--- src/rtl/cpu_ctrl_pkg.sv ---
// Shared encodings for the CPU run controller: FSM states, run modes and
// the stop-cause codes reported on done_cause.
package cpu_ctrl_pkg;

  // FSM state encoding
  localparam logic [2:0] ST_RST_HOLD  = 3'd0;
  localparam logic [2:0] ST_IDLE      = 3'd1;
  localparam logic [2:0] ST_RUN       = 3'd2;
  localparam logic [2:0] ST_STEP_WAIT = 3'd3;
  localparam logic [2:0] ST_STEP_EXEC = 3'd4;
  localparam logic [2:0] ST_DONE      = 3'd5;

  // Run modes; code 3 is reserved and behaves like MODE_FREE
  localparam logic [1:0] MODE_FREE    = 2'd0;
  localparam logic [1:0] MODE_BOUNDED = 2'd1;
  localparam logic [1:0] MODE_STEP    = 2'd2;

  // Reasons a run ended
  localparam logic [1:0] CAUSE_NONE  = 2'd0;
  localparam logic [1:0] CAUSE_HALT  = 2'd1;
  localparam logic [1:0] CAUSE_LIMIT = 2'd2;
  localparam logic [1:0] CAUSE_STOP  = 2'd3;

  // States in which a run is in progress
  function automatic logic is_busy(input logic [2:0] st);
    return (st == ST_RUN) || (st == ST_STEP_WAIT) || (st == ST_STEP_EXEC);
  endfunction

  // States in which the CPU clock is enabled
  function automatic logic is_enabled(input logic [2:0] st);
    return (st == ST_RUN) || (st == ST_STEP_EXEC);
  endfunction

endpackage

--- src/rtl/cpu_run_ctrl_rst_sync.sv ---
// Two-flop reset synchroniser: assertion follows reset_n immediately,
// release reaches rst_sync_n on the second rising edge after reset_n rises.
module rst_sync (
  input  logic clk,
  input  logic reset_n,
  output logic rst_sync_n
);

  logic meta_q;
  logic sync_q;

  // Shift a constant 1 through two flops; both clear asynchronously
  always_ff @(posedge clk or negedge reset_n) begin
    if (!reset_n) begin
      meta_q <= 1'b0;
      sync_q <= 1'b0;
    end else begin
      meta_q <= 1'b1;
      sync_q <= meta_q;
    end
  end

  assign rst_sync_n = sync_q;

endmodule

--- src/rtl/cpu_run_ctrl.sv ---
// Run controller for the single-cycle CPU: stretches reset, gates the CPU
// clock enable in free-run, bounded-run and single-step modes, counts enabled
// cycles and reports why a run stopped.
//
// Control inputs are single-cycle pulses sampled on the rising edge; there is
// no back-pressure. start is only accepted in IDLE/DONE, step only in
// STEP_WAIT, and halt_req only while cpu_clk_en is high. Every output is a
// flop decoded from the next state, so no input reaches an output
// combinationally.
module cpu_run_ctrl
  import cpu_ctrl_pkg::*;
#(
  parameter int RST_CYCLES = 2,
  parameter int CNT_W      = 32
) (
  input  logic             clk,
  input  logic             reset_n,
  input  logic             start,
  input  logic [1:0]       mode,
  input  logic [CNT_W-1:0] run_limit,
  input  logic             step,
  input  logic             stop,
  input  logic             halt_req,
  output logic             cpu_rst,
  output logic             cpu_clk_en,
  output logic [CNT_W-1:0] cycle_count,
  output logic             done,
  output logic [1:0]       done_cause,
  output logic             busy
);

  localparam int HOLD_W = (RST_CYCLES < 2) ? 1 : $clog2(RST_CYCLES);
  localparam logic [HOLD_W-1:0] HOLD_LAST = HOLD_W'(RST_CYCLES - 1);

  logic rst_n;

  rst_sync u_rst_sync (
    .clk        (clk),
    .reset_n    (reset_n),
    .rst_sync_n (rst_n)
  );

  logic [2:0]        state_q,   state_d;
  logic [HOLD_W-1:0] hold_q,    hold_d;
  logic [1:0]        mode_q,    mode_d;
  logic [CNT_W-1:0]  limit_q,   limit_d;
  logic [CNT_W-1:0]  count_q,   count_d;
  logic [1:0]        cause_q,   cause_d;
  logic              cpu_rst_q, cpu_rst_d;
  logic              clk_en_q,  clk_en_d;
  logic              done_q,    done_d;
  logic              busy_q,    busy_d;

  // Next-state, counter and registered-output decode
  always_comb begin
    state_d = state_q;
    hold_d  = hold_q;
    mode_d  = mode_q;
    limit_d = limit_q;
    cause_d = cause_q;

    // The counter follows the registered enable, so the cycle that ends at
    // this edge is counted even when the FSM leaves RUN on the same edge.
    count_d = count_q;
    if (clk_en_q && (count_q != '1)) begin
      count_d = count_q + 1'b1;
    end

    case (state_q)
      ST_RST_HOLD: begin
        // The FSM is only out of reset once the synchroniser has released
        if (hold_q == HOLD_LAST) begin
          state_d = ST_IDLE;
        end else begin
          hold_d = hold_q + 1'b1;
        end
      end

      ST_IDLE, ST_DONE: begin
        if (start) begin
          mode_d  = mode;
          limit_d = run_limit;
          count_d = '0;
          cause_d = CAUSE_NONE;
          case (mode)
            MODE_BOUNDED: begin
              if (run_limit == '0) begin
                state_d = ST_DONE;
                cause_d = CAUSE_LIMIT;
              end else begin
                state_d = ST_RUN;
              end
            end
            MODE_STEP: state_d = ST_STEP_WAIT;
            default:   state_d = ST_RUN;
          endcase
        end
      end

      ST_RUN: begin
        if (halt_req) begin
          state_d = ST_DONE;
          cause_d = CAUSE_HALT;
        end else if (stop) begin
          state_d = ST_DONE;
          cause_d = CAUSE_STOP;
        end else if ((mode_q == MODE_BOUNDED) && (count_d == limit_q)) begin
          state_d = ST_DONE;
          cause_d = CAUSE_LIMIT;
        end
      end

      ST_STEP_WAIT: begin
        // stop takes precedence over a coincident step
        if (stop) begin
          state_d = ST_DONE;
          cause_d = CAUSE_STOP;
        end else if (step) begin
          state_d = ST_STEP_EXEC;
        end
      end

      ST_STEP_EXEC: begin
        if (halt_req) begin
          state_d = ST_DONE;
          cause_d = CAUSE_HALT;
        end else if (stop) begin
          state_d = ST_DONE;
          cause_d = CAUSE_STOP;
        end else begin
          state_d = ST_STEP_WAIT;
        end
      end

      default: state_d = ST_RST_HOLD;
    endcase

    cpu_rst_d = (state_d == ST_RST_HOLD);
    clk_en_d  = is_enabled(state_d);
    done_d    = (state_d == ST_DONE);
    busy_d    = is_busy(state_d);
  end

  // State, counters and output flops; reset asserts as soon as reset_n drops
  always_ff @(posedge clk or negedge rst_n) begin
    if (!rst_n) begin
      state_q   <= ST_RST_HOLD;
      hold_q    <= '0;
      mode_q    <= MODE_FREE;
      limit_q   <= '0;
      count_q   <= '0;
      cause_q   <= CAUSE_NONE;
      cpu_rst_q <= 1'b1;
      clk_en_q  <= 1'b0;
      done_q    <= 1'b0;
      busy_q    <= 1'b0;
    end else begin
      state_q   <= state_d;
      hold_q    <= hold_d;
      mode_q    <= mode_d;
      limit_q   <= limit_d;
      count_q   <= count_d;
      cause_q   <= cause_d;
      cpu_rst_q <= cpu_rst_d;
      clk_en_q  <= clk_en_d;
      done_q    <= done_d;
      busy_q    <= busy_d;
    end
  end

  assign cpu_rst     = cpu_rst_q;
  assign cpu_clk_en  = clk_en_q;
  assign cycle_count = count_q;
  assign done        = done_q;
  assign done_cause  = cause_q;
  assign busy        = busy_q;

endmodule

--- config.mk ---
export PLATFORM = sky130hd
export DESIGN_NAME = cpu_run_ctrl
export DESIGN_NICKNAME = d
export VERILOG_FILES = /design/src/rtl/cpu_ctrl_pkg.sv /design/src/rtl/cpu_run_ctrl_rst_sync.sv /design/src/rtl/cpu_run_ctrl.sv
export SDC_FILE = /design/constraint.sdc
export NUM_CORES = 1
export LEC_CHECK = 0
export CAP_MARGIN = 5
export CORE_MARGIN = 5
export CORE_UTILIZATION = 35
export CTS_CLUSTER_SIZE = 12
export DETAILED_ROUTE_END_ITERATION = 8
export HOLD_SLACK_MARGIN = 0.06
export SLEW_MARGIN = 20
export SYNTH_ARGS = -nofsm -noshare
export SYNTH_HDL_FRONTEND = slang
export SYNTH_SLANG_ARGS = --single-unit
export TNS_END_PERCENT = 30
--- constraint.sdc ---
create_clock -name clk -period 2.5 [get_ports clk]
set_input_delay 0.75 -clock clk [delete_from_list [all_inputs] [get_ports clk]]
set_output_delay 0.75 -clock clk [all_outputs]
set_load 0.1 [all_outputs]
==> flow_summary_export.csv, run 1 <==
group,metric,value,unit
worst_setup_path,cp_max_fo,5,
worst_setup_path,start_kind,"flop",
final_layout,layout_common_cells,"buf_4, nand2_1, nor2_1",
worst_setup_path,end_kind,"flop",
timing,period_share,1.51,
routing,drt-total-wl,23.4,mm
timing,maxSlewHeadroom,0.540,
timing,setup_slack,-1270,ps
clock_network,cts_sinks,78,
pwr,total_power,6.39,mW
placement,dp_slack,-1590,ps
grt,grt_overflow_total,0,
routing,avgViaCountPerCell,5.41,
synthesis,ys.flop_type,"dfrtp_1",
final_layout,area_growth,63.8,%
placement,port_buffers,77,
timing,drv_slew,0,
worst_setup_path,arrival,4000,ps
pwr,peakVddDrop,0.000957,V
timing,tightest_slew,681,ps
pwr,p_leak,4.04,nW
final_layout,nets,1018,
placement,dp_hpwl,18.4,mm
placement,routabilityCongestion,0.977,
synthesis,avgSynthCellArea,8.15,µm²
grt,grt_max_degree,65,
clock_network,clk_pin_slew,70,ps
timing,finalHoldViolCount,0,
grt,grt_pass1_vias,6254,
synthesis,synth_edf_count,0,
run,cap_violations,0,
synthesis,synth_seq_cells,78,
worst_setup_path,critPathLaunch,"cycle_count[14]$_DFF_PN0_",
clock_network,cts_buffer_depth,2,
clock_network,clock_latency,350,ps
timing,setup_viol,8,
worst_setup_path,reg2reg_from,"cycle_count[14]$_DFF_PN0_",
final_layout,n_fill_cell,1423,
status,outcome,"complete, but fails checks",
grt,grt_util_all_layers,0.263,
synthesis,syn_inst,663,
grt,grt_pass1_wl,36.3,mm
synthesis,yosys_warnings,0,
timing,clock_skew,8.30,ps
die,core_area,15100,µm²
routing,wl_per_cell,20.0,µm
status,violations,"setup timing",
pwr,power_density,722,nW/µm²
timing,rsz0062_at_grt,"true",
synthesis,syn-num-nets,706,
final_layout,antenna_cells,0,
timing,timing.final.crit_period,3770,ps
timing,fmaxAchievable,0.265,GHz
worst_setup_path,criticalPathCategory,"reg -> reg",
synthesis,synth_seq_area_share,0.361,
synthesis,syn_area,5400,µm²
final_layout,layout_commonest_cell,"buf_4",
synthesis,synth_cell_types,79,
clock_network,htree_levels,3,
routing,vias,6320,
clock_network,cts_root_buffer,"clkbuf_16",
synthesis,async_flop_share,1.00,
clock_network,cts_tree,"done",
die,rows,45,
routing,drc,0,
die,io_pins,78,
final_layout,multi_input_area,3510,µm²
die,die_area,18000,µm²
routing,detail-route-antenna-nets,0,
routing,drtIter0Drc,396,
die,die_w,134,µm
clock_network,cts_hold_buf,0,
worst_setup_path,required,2730,ps
routing,first_pass_iters,5,
die,die_h,134,µm
clock_network,cts_buffers,9,
final_layout,regArea,2000,µm²
min_path,hp-class,"reg -> async",
die,start_util,0.357,
grt,antenna_found_initial,0,
final_layout,drive_gt1_frac,0.417,
state kept, by name (all words and copies together), names as in the netlist:
| signal | flops |
|---|---|
| busy | 1 |
| cpu_clk_en | 1 |
| cpu_rst | 1 |
| cycle_count | 32 |
| done | 1 |
| done_cause | 2 |
| hold_q | 1 |
| limit_q | 32 |
| mode_q | 2 |
| state_q | 3 |
| u_rst_sync.meta_q | 1 |
| u_rst_sync.rst_sync_n | 1 |
final timing paths:
path	cells after the start	slack [ps]	end
max reg2reg	14	-1270	done_cause[1]$_DFFE_PN0P_
min in group clk	0	380	u_rst_sync.rst_sync_n$_DFF_PN0_
max	14	-1270	done_cause[1]$_DFFE_PN0P_
min reg2reg	0	360	limit_q[2]$_DFFE_PN0P_
max in group asynchronous	1	1500	cycle_count[28]$_DFF_PN0_
min	0	360	limit_q[2]$_DFFE_PN0P_
cell usage after synthesis, types with 5 or more instances:
library cell	count	area (µm²)
a21oi_1	18	90.1
a31oi_1	6	37.5
nand3b_1	7	52.6
inv_1	11	41.3
nand4_1	26	163
nor3b_1	5	37.5
a2111oi_0	5	43.8
and2_1	6	37.5
dfrtp_1	77	1930
nand2b_1	17	106
nand2_1	139	522
xnor2_1	31	272
clkbuf_1	14	52.6
nor4_1	19	119
nand3_1	26	130
nor2b_1	5	31.3
nor3_1	16	80.1
nor2_1	61	229
xor2_1	14	123
and4_1	7	61.3
and3_1	11	68.8
o21ai_0	21	105
buf_2	25	125
per-stage QoR:
step           hold WS (ps)   util  setup TNS, ps  area, µm²  std cells
3_3_place_gp            338  0.539         -12910       8160       1136
3_5_place_dp            353  0.539         -11200       8160       1136
2_1_floorplan           331      -          -9000       5560        663
6_report                363  0.584          -8330       8850       1168
5_1_grt                 378  0.584          -9870       8850       1168
4_1_cts                 381  0.575          -8240       8710       1159
worst max-delay path, cell delays in order, from the launching register on:
cell and delay, ps:
dfrtp_2 360, nand3_1 130, or4_4 640, a2111oi_1 430
buf_4 180, xnor2_1 140, xnor2_1 90, nor4_1 180
buf_4 150, nand4_1 190, nor4_4 300, buf_4 160
nor3_2 40, a221oi_2 270, mux2_1 350
final cells by class:
cell class,count,area share
flip-flops and latches,78,0.226
clock inverters,5,0.00721
multi-input cells,532,0.397
inverters,11,0.00466
repair buffers,343,0.311
well taps,188,0.0266
clock buffers,11,0.0286
timing repair:
action | in CTS | in global routing
setup buffers | 7 | 10
endpoints found under the setup margin | 9 | 9
pin swaps | 12 | 15
gates resized for setup | 30 | 16
cells by family after synthesis:
kind of cell               count (synthesis)  synth area share
muxes                                      5           0.00972
adders and majority gates                  4           0.00880
other                                      1          0.000694
and+or+nand+nor                          373             0.357
AOI/OAI and AO/OA                        103             0.141
buffers and inverters                     53            0.0440
DFF                                       78             0.361
xor gates and xnor gates                  46            0.0773
metal layers:
| metal | share of wire | global-route usage | wire length (µm) |
|---|---|---|---|
| met1 | 0.47 | 0.386 | 11000 |
| met2 | 0.44 | 0.397 | 10400 |
| met4 | 0.023 | 0.0775 | 538 |
| met5 | 0 | 0 | 0 |
| met3 | 0.061 | 0.0461 | 1440 |
report_power, final:
part / total, mW / internal, mW / switching [mW]
combinational: 2.90 / 1.26 / 1.64
sequential: 2.04 / 1.61 / 0.431
clock: 1.45 / 0.839 / 0.609
total: 6.39 / 3.71 / 2.68
No activity file was read; power rests on OpenSTA's default activity.
==> run 2, diff against run 1 <==
- ABC_CLOCK_PERIOD_IN_PS: not set -> 2500
==> results of run 2 <==
Same layout as run 1: the final DEF is identical, and so are final timing and power.
==> run 3, diff against run 2 <==
- CORE_ASPECT_RATIO: not set -> 2
- SLEW_MARGIN: 20 -> 40
==> run 3 against run 2 <==
Effect of this change: sequential share of layout area is 0.26 points lower; die area is 0.84% higher; critical endpoint unchanged; highest routed layer unchanged; worst setup slack better by 170 ps; largest power group unchanged; first-iteration DRC count is 38% lower; hold slack worse by 41 ps; the flow still finishes with violations (setup timing); cell area is 1.1% higher; critical path depth is 1 lower; critical path type unchanged; cell count is 0.51% lower.
==> flow_summary_export.csv, run 3 (synthesized netlist as in run 1, its figures left out) <==
group,metric,value,unit
status,outcome,"complete, but fails checks",
status,violations,"setup timing",
grt,grt_overflow_total,0,
final_layout,layout_commonest_cell,"buf_4",
final_layout,antenna_cells,0,
die,die_h,186,µm
worst_setup_path,slowest_stage,"or4_4",
worst_setup_path,criticalPathCategory,"reg -> reg",
clock_network,cts_buffers,9,
clock_network,cts_buffer_depth,2,
clock_network,cts_sinks,78,
worst_setup_path,cp_num_cells,13,
die,io_pins,78,
pwr,peakVddDrop,0.000569,V
timing,setup_viol,9,
timing,clock_skew,8.59,ps
routing,drt-total-wl,24.0,mm
final_layout,drive_gt1_frac,0.426,
final_layout,nets,1002,
die,core_area,15200,µm²
routing,first_pass_iters,4,
grt,grt_pass1_wl,36.5,mm
timing,setup_slack,-1100,ps
final_layout,area_growth,65.7,%
die,die_w,97.9,µm
clock_network,cts_root_buffer,"clkbuf_16",
final_layout,final_cells,1162,
placement,routabilityCongestion,1.03,
placement,dp_hpwl,19.3,mm
grt,antenna_found_initial,0,
routing,drtIter0Drc,244,
placement,port_buffers,77,
placement,dp_cells,1123,
grt,grt_max_degree,65,
worst_setup_path,critPathMaxStageDelay,560,ps
worst_setup_path,crit_buf_inv,1,
clock_network,cts_tree,"done",
final_layout,n_fill_cell,1412,
worst_setup_path,path_delay_family,"simple AND/OR/NAND/NOR gates",
routing,detail-route-antenna-nets,0,
routing,drc,0,
worst_setup_path,arrival,3840,ps
die,rows,64,
timing,tightest_slew,573,ps
timing,finalHoldViolCount,0,
worst_setup_path,required,2740,ps
worst_setup_path,path_cells,"ha_4 > nand3_2 > nor3_4 > buf_4 > a311oi_4 > mux2_4 > a2111oi_4 > nand4_1 > or4_4 > nor4_4 > nor3_2 > a221oi_2 > mux2_1",
min_path,hp-class,"reg -> async",
pwr,power_density,717,nW/µm²
routing,avgViaCountPerCell,5.48,
worst_setup_path,end_kind,"flop",
clock_network,htree_levels,3,
clock_network,clock_latency,360,ps
worst_setup_path,reg2regPathDepth,13,
timing,period_share,1.44,
die,start_util,0.355,
final_layout,design_area,8950,µm²
worst_setup_path,cp_max_fo,6,
grt,grt_pass1_vias,6733,
timing,drv_slew,0,
routing,wl_per_cell,20.7,µm
die,die_area,18200,µm²
final_layout,layout_common_cells,"buf_4, nand2_1, nor2_1",
final_layout,postLayoutCoreUtil,0.588,
grt,grt_util_all_layers,0.264,
timing,maxSlewHeadroom,0.618,
pwr,p_leak,4.01,nW
clock_network,clk_pin_slew,70,ps
placement,dpl_cell_area,8010,µm²
timing,timing.final.crit_period,3600,ps
timing,rsz0062_at_grt,"true",
run,cap_violations,0,
worst_setup_path,start_kind,"flop",
routing,vias,6371,
timing,fmaxAchievable,0.278,GHz
==> run 3: stage by stage <==
step | hold slack, ps | power (mW) | setup slack, ps | setup TNS (ps)
finish | 322 | 6.42 | -1100 | -7320
global route | 364 | 6.78 | -1250 | -8350
CTS | 338 | 6.37 | -1080 | -6720
detailed placement | 332 | 4.71 | -1360 | -9550
global placement | 318 | 4.66 | -1440 | -10270
floorplan | 331 | 3.57 | -1390 | -9000
==> run 3: final cells by class <==
cell class | instances | area, µm² | area share
clock buffer | 9 | 225 | 0.0252
clock inverter | 7 | 123 | 0.0137
inverter | 11 | 41.3 | 0.00461
multi-input combinational | 532 | 3620 | 0.405
sequential | 78 | 2000 | 0.223
tap | 198 | 248 | 0.0277
timing repair buffer | 327 | 2690 | 0.301
==> run 3: final timing paths <==
path / startpoint / endpoint / slack, ps
min in group clk: u_rst_sync.meta_q$_DFF_PN0_ / u_rst_sync.rst_sync_n$_DFF_PN0_ / 370
min reg2reg: u_rst_sync.rst_sync_n$_DFF_PN0_ / limit_q[2]$_DFFE_PN0P_ / 320
min: u_rst_sync.rst_sync_n$_DFF_PN0_ / limit_q[2]$_DFFE_PN0P_ / 320
max reg2reg: cycle_count[1]$_DFF_PN0_ / done_cause[1]$_DFFE_PN0P_ / -1100
max: cycle_count[1]$_DFF_PN0_ / done_cause[1]$_DFFE_PN0P_ / -1100
max in group asynchronous: u_rst_sync.rst_sync_n$_DFF_PN0_ / cpu_rst$_DFF_PN1_ / 1480
==> run 3: layer usage <==
metal	track usage	vias to the layer above	share of wire
met5	0	-	0
met4	0.222	0	0.094
met3	0.0364	109	0.031
met2	0.500	190	0.55
met1	0.243	3091	0.33
li1	-	2981	-
==> run 3: power breakdown <==
group / internal, mW / switching (mW) / total, mW
clock network: 0.979 / 0.580 / 1.56
registers: 1.61 / 0.416 / 2.02
logic: 1.21 / 1.62 / 2.83
==> run 3: worst reg2reg max path: stages, from the launching register on <==
cell and delay, ps:
dfrtp_2 410, ha_4 160, nand3_2 120, nor3_4 330
buf_4 190, a311oi_4 100, mux2_4 330, a2111oi_4 250
nand4_1 130, or4_4 560, nor4_4 190, nor3_2 80
a221oi_2 280, mux2_1 340
==> run 3: repair_timing <==
item / CTS / global route
setup endpoints to repair: 9 / 9
buffers inserted: 11 / 13
hold buffers: 0 / 0
resized for setup: 59 / 22
hold endpoints to repair: 0 / 0
pin swaps: 19 / 21
